==> config.mk <==
export PLATFORM = sky130hd
export DESIGN_NAME = fetch_return_mux
export DESIGN_NICKNAME = d
export VERILOG_FILES = /design/src/rtl/fetch_return_mux.sv
export SDC_FILE = /design/constraint.sdc
export NUM_CORES = 1
export LEC_CHECK = 0
export ABC_AREA = 0
export CORE_MARGIN = 2
export CORE_UTILIZATION = 25
export DETAILED_ROUTE_END_ITERATION = 7
export PLACE_DENSITY = 0.66
export SLEW_MARGIN = 20
export SYNTH_ARGS = -nofsm -noshare
export SYNTH_HDL_FRONTEND = slang
export SYNTH_SLANG_ARGS = --single-unit
==> constraint.sdc <==
create_clock -name clock -period 4.15 [get_ports clock]
set_input_delay 0.415 -clock clock [delete_from_list [all_inputs] [get_ports clock]]
set_output_delay 0.415 -clock clock [all_outputs]
set_load 0.05 [all_outputs]
==> src/rtl/fetch_return_mux.sv <==
// rtl/fetch_return_mux.sv - merges BIOS and instruction-memory return words into one registered stream
// Optional boot watchdog: define FETCH_RETURN_BOOT_WATCHDOG_EN.
module fetch_return_mux #(
  parameter int                DATA_W       = 32,
  parameter logic [DATA_W-1:0] NOP_WORD     = '0,
  parameter int                FLUSH_CYCLES = 2,
  parameter int                CNT_W        = 16,
  parameter int                WDOG_W       = 12
) (
  input  logic              clock,
  input  logic              rst,
  input  logic [DATA_W-1:0] bios_data,
  input  logic [DATA_W-1:0] inst_data,
  input  logic              source,
  output logic [DATA_W-1:0] instr_out,
  output logic              instr_valid,
  output logic              mode,
  output logic              pc_stall,
  output logic [CNT_W-1:0]  boot_count,
  output logic              bios_timeout
);

  typedef enum logic [1:0] {
    S_BOOT  = 2'b00,
    S_DRAIN = 2'b01,
    S_USER  = 2'b10
  } state_t;

  localparam logic [3:0] FLUSH_INIT = 4'(FLUSH_CYCLES);

  state_t            r_state;
  logic [3:0]        r_drain;
  logic [DATA_W-1:0] r_instr;
  logic              r_valid;
  logic              r_mode;
  logic              r_stall;
  logic [CNT_W-1:0]  r_boot_count;
  logic              w_go_drain;

`ifdef FETCH_RETURN_BOOT_WATCHDOG_EN
  logic [WDOG_W-1:0] r_wdog;
  logic              r_timeout;
  logic [WDOG_W-1:0] w_wdog_inc;
  logic              w_wdog_hit;

  assign w_wdog_inc = r_wdog + WDOG_W'(1);
  // Hit on the edge where the counter lands on all-ones; it then holds there.
  assign w_wdog_hit = (r_state == S_BOOT) && (&w_wdog_inc);
  assign w_go_drain = source || w_wdog_hit;

  always_ff @(posedge clock) begin
    if (rst || (r_state != S_BOOT && r_state != S_DRAIN && r_state != S_USER)) begin
      r_wdog    <= '0;
      r_timeout <= 1'b0;
    end else if (r_state == S_BOOT) begin
      if (!(&r_wdog)) r_wdog <= w_wdog_inc;
      if (w_wdog_hit) r_timeout <= 1'b1;
    end
  end

  assign bios_timeout = r_timeout;
`else
  assign w_go_drain   = source;
  assign bios_timeout = 1'b0 && (WDOG_W > 0);
`endif

  always_ff @(posedge clock) begin
    if (rst) begin
      r_state      <= S_BOOT;
      r_drain      <= '0;
      r_instr      <= NOP_WORD;
      r_valid      <= 1'b0;
      r_mode       <= 1'b0;
      r_stall      <= 1'b0;
      r_boot_count <= '0;
    end else begin
      case (r_state)
        S_BOOT: begin
          r_instr <= bios_data;
          r_valid <= 1'b1;
          r_mode  <= 1'b0;
          r_stall <= 1'b0;
          if (!(&r_boot_count)) r_boot_count <= r_boot_count + CNT_W'(1);
          if (w_go_drain) begin
            r_state <= S_DRAIN;
            r_drain <= FLUSH_INIT;
          end
        end
        S_DRAIN: begin
          r_instr <= NOP_WORD;
          r_valid <= 1'b0;
          r_mode  <= 1'b0;
          r_stall <= 1'b1;
          if (r_drain <= 4'd1) begin
            r_drain <= '0;
            r_state <= S_USER;
          end else begin
            r_drain <= r_drain - 4'd1;
          end
        end
        S_USER: begin
          r_instr <= inst_data;
          r_valid <= 1'b1;
          r_mode  <= 1'b1;
          r_stall <= 1'b0;
        end
        default: begin
          // Unused encoding: behave exactly like a reset.
          r_state      <= S_BOOT;
          r_drain      <= '0;
          r_instr      <= NOP_WORD;
          r_valid      <= 1'b0;
          r_mode       <= 1'b0;
          r_stall      <= 1'b0;
          r_boot_count <= '0;
        end
      endcase
    end
  end

  assign instr_out   = r_instr;
  assign instr_valid = r_valid;
  assign mode        = r_mode;
  assign pc_stall    = r_stall;
  assign boot_count  = r_boot_count;

endmodule

* Yosys cells after proc, flatten, opt, wreduce, memory -nomap -nowiden
Cells that the tools add are included.
** Word-level totals
- Memories kept :: 0
- Register bits :: 57
- Input port bits :: 67
- Bits in writable memories :: 0
- ROM bits :: 0
- Latch bits :: 0
** Operators by class
- Equality and inequality tests :: 5
- Multipliers :: 0
- Add/subtract/negate cells :: 2
- Bitwise logic cells :: 2
- $lt $le $gt $ge :: 1
- Reduce and logical (&&, ||, !) cells :: 7
- Shifts and indexed selects :: 0
- Divide/modulo/power cells :: 0
- Mux-type cells :: 12
** Operator list (number)
- case mux 32 bit (2 select lines) :: 1
- case mux 16 bit (2 select lines) :: 1
- adder 16 x 1 -> 16 bit (second input constant) :: 1
- 2-to-1 mux 16 bit :: 1
- AND reduction 16 bit :: 1
- case mux 4 bit (3 select lines) :: 1
- 2-to-1 mux 4 bit :: 2
- != test 2 bit (second input constant) :: 3
- case mux 2 bit (3 select lines) :: 1
- less-or-equal comparator 4 x 1 -> 1 bit (second input constant) :: 1
- 2-to-1 mux 2 bit :: 2
- AND reduction 2 bit :: 2
- OR reduction 2 bit :: 2
- subtractor 4 x 1 -> 4 bit (second input constant) :: 1
- 2-to-1 mux 1 bit :: 3
- AND reduction 3 bit :: 1
- == test 2 x 1 -> 1 bit (second input constant) :: 1
- == test 2 bit (second input constant) :: 1
- logical NOT 2 bit :: 1
- inverter 1 bit :: 2

* Depth between registers and ports, before layout
- Word-level depth :: 4
- Depth in mapped cells :: 8
- Depth with buffers taken out :: 6

* Worst setup path before layout
OpenSTA, ideal clock, no wires.
- Kind :: register to register
- From :: register r_boot_count[0], in the netlist boot_count[0]
- To :: register r_boot_count[14], in the netlist boot_count[14]
- Buffers on the path :: 0
- Slack :: 2.026 ns
- Stages on the path, launching flop included :: 6
- Clock period less this slack :: 2.124 ns
- Arrival time :: 1.991 ns
- Cells stage by stage :: dfxtp_1 -> ha_1 -> nand2_1 -> or4_1 -> o31ai_1 -> a211oi_1
** On the way
- Word-level cells in the longest chain between the ends :: 3
- Elaborated cells between the ends (all ways) :: 6
- Classes of those cells :: 1 x add/sub; 1 x eq/ne; 2 x mux; 2 x reduce/logical
** Ends and longest elaborated chain
- start, declared :: RTL line 37 : logic [CNT_W-1:0] r_boot_count;
- start signal, assigned :: RTL line 83 : if (!(&r_boot_count)) r_boot_count <= r_boot_count + CNT_W'(1);
- adder 16 x 1 -> 16 bit / AND reduction 16 bit (equally long branches) :: RTL line 83
- 2-to-1 mux 16 bit / != test 2 bit (equally long branches)
- case mux 16 bit (2 select lines) / AND reduction 2 bit (equally long branches)
Several ways; a longest one is shown, not always the timed one. The select of a mux whose other input is x is not followed.
A chain may end at the register's enable or synchronous reset.

* Worst setup path after layout
- From :: register r_boot_count[4], in the netlist boot_count[4]
- To :: output port boot_count[4]
** RTL lines
- end, declared :: RTL line 19 : output logic [CNT_W-1:0] boot_count,
No word-level cell between the ends.

==> results.yml <==
status:
  status: "completed"
pwr:
  ir_drop_v: 0.000277
  powerDensity_nw_per_um2: 582
  total_power_mw: 2.31
  p_sw_uw: 942
  p_comb_frac: 0.466
  pwr-share-seq: 0.313
  switching_share: 0.408
  p_clk_frac: 0.220
  p_int_mw: 1.37
  p_leak_nw: 1.43
global_routing:
  grt_use_met3: 0.0472
  top_usage_layer: "met2"
  grt_use_met2: 0.231
  track_usage: 0.131
  antenna_found_initial: 0
  overflow: 0
  grt_pass1_wl_um: 11400
  grt_pass1_vias: 2323
  gr-usage-met1: 0.144
  grt_max_degree: 34
route:
  vias: 2420
  drc: 0
  drt_wl_total_um: 7060
  drt-initial-drc-count: 84
  first_pass_iters: 4
  vias_per_cell: 4.78
  drtAntennaViolNets: 0
  wl_per_cell_um: 14.0
setup_path:
  crit_path_max_incr_delay_ns: 0.90
  arrival_ns: 1.81
  crit_slowest_cell: "clkdlybuf4s50_1"
  crit_chain: "clkdlybuf4s50_1"
  crit_buf_inv: 1
  worstPathRequired_ns: 3.73
  crit_path_start_kind: "flip-flop"
  cpLargestDelayFamily: "buffers and inverters"
  crit_type: "reg -> out"
  crit_fanout: 14
  cp-end-kind: "primary output"
timing:
  min_period_over_period: 0.537
  rsz0062_at_grt: "false"
  finalSetupTns_ns: 0
  slew_viol_final: 0
  finalHoldViolCount: 0
  finalClockSkew_ns: 0.00793
  setup_violations: 0
  maxSlewHeadroom: 0.601
  worst_pin_slew_ns: 0.595
  period_needed_ns: 2.23
  fmax_mhz: 449
floorplanning:
  io_pins: 119
  dieWidth_um: 104
  core_um2: 9680
  start_util: 0.256
  fp.dieArea_um2: 10700
  die_h_um: 104
  num_rows: 36
clock_tree:
  clk_path_buf_depth: 2
  cts_resized: 0
  htreeDepth: 3
  postCtsHoldBufs: 0
  cts_tree: "yes"
  cts-root-buf: "clkbuf_8"
  post_cts_buffers: 0
  cts_buffers: 9
  insertion_delay_ns: 0.33
  cts_sinks: 57
  clkTransAtPathRegs_ns: 0.06
final_layout:
  nets: 443
  instances_no_fill: 506
  drive_gt1_frac: 0.0831
  fillCellCount: 962
  fin_util: 0.410
  area_growth_pct: 59.8
  n_antenna_cell: 0
placed_design:
  dp_cells: 490
  finalWeightedCongestion: 0.807
  hpwl_um: 5160
  port_buffers: 117
synthesis:
  ys_top_cells_by_area: "dfxtp_1, a22o_1, ha_1"
  synthesis.area_um2: 2480
  synthArstFlopShare: 0
  synth-edff-count: 0
  ys_seq_area_frac: 0.460
  synth.distinct_cells: 48
  syn-num-nets: 331
  avgSynthCellArea_um2: 9.70
  yosys_most_used_dff: "dfxtp_1"
  ys_ff_latch: 57
  synth_top_area_share: 0.460
  synth-warning-count: 0
  yosys.area.top_type: "dfxtp_1"
  syn_inst: 256
min_path:
  hp-class: "reg -> reg"
run:
  cap_violations: 0
cell families after synthesis:
| group | count (synthesis) | share of synthesized area |
|---|---|---|
| AO/OA/AOI/OAI | 79 | 0.244 |
| AND/OR/NAND/NOR | 75 | 0.182 |
| flip-flops | 57 | 0.460 |
| buffers and inverters | 30 | 0.0494 |
| adder cells (fa/ha/maj) | 8 | 0.0403 |
| XOR/XNOR | 3 | 0.0106 |
| multiplexers | 3 | 0.0121 |
| other | 1 | 0.00151 |
cell type report:
class,count,area (um2),area share
Clock buffer,11,141,0.0356
Sequential cell,57,1140,0.288
Clock inverter,5,55.1,0.0139
Timing Repair Buffer,121,1200,0.303
Tap cell,133,166,0.0420
Inverter,10,37.5,0.00946
Multi-Input combinational cell,169,1220,0.309
stage by stage:
step / cell area, um2 / hold slack (ns) / setup slack, ns
floorplan: 2480 / 0.470 / 2.03
global placement: 3770 / 0.488 / 1.98
detailed placement: 3770 / 0.502 / 1.94
CTS: 3970 / 0.512 / 1.89
global route: 3970 / 0.542 / 1.85
finish: 3970 / 0.504 / 1.92
state kept, by name, summed over array words and instances (netlist names):
register,count
boot_count,16
r_drain,4
pc_stall,1
r_state,2
instr_out,32
instr_valid,1
mode,1
layer usage:
metal	wire length (um)	up-vias
li1	-	1180
met1	2880	1140
met2	3580	94
met3	514	6
met4	87	0
met5	0	-
power by group through the flow:
stage | combinational [mW] | sequential, mW | clock (mW)
floorplan | 0.397 | 1.07 | 0
global placement | 1.07 | 0.731 | 0
detailed placement | 1.08 | 0.736 | 0
CTS | 1.08 | 0.725 | 0.530
global route | 1.14 | 0.740 | 0.557
finish | 1.08 | 0.724 | 0.509
layout by cell type (no fill, tap or decap), types with 3 or more instances in the layout:
master,count
nor2_1,9
nand4_1,4
buf_4,4
a21oi_1,10
ha_1,8
xnor2_1,3
and3_1,4
o31ai_1,3
a31oi_1,7
clkbuf_8,10
clkdlybuf4s50_1,117
inv_1,10
a211oi_1,4
nand3_1,9
nand2b_1,4
a221oi_1,3
o21ai_0,7
mux2i_1,3
a41oi_1,3
dfxtp_1,57
nand2_1,13
a22o_1,32
nor3_1,8
path summary, 6_finish.rpt:
kind	start	end	slack (ns)	cells after the start
setup / recovery	boot_count[4]	boot_count[4]	1.92	1
hold / removal	r_state[1]	r_state[1]	0.50	2
setup reg to reg	r_state[0]	boot_count[8]	2.09	5
hold reg to reg	r_state[1]	r_state[1]	0.50	2
synth_stat cells (all sizes together) (4+ instances only):
cell / number
buf: 7
nand2: 13
nor3: 8
nand2b: 4
dfxtp: 57
ha: 8
clkbuf: 13
nand3: 10
a211oi: 4
nor2b: 4
a22o: 32
o21ai: 7
inv: 10
nor2: 9
and3: 4
nand4: 4
a31oi: 8
a21oi: 10
(Power assumes the default switching activity.)
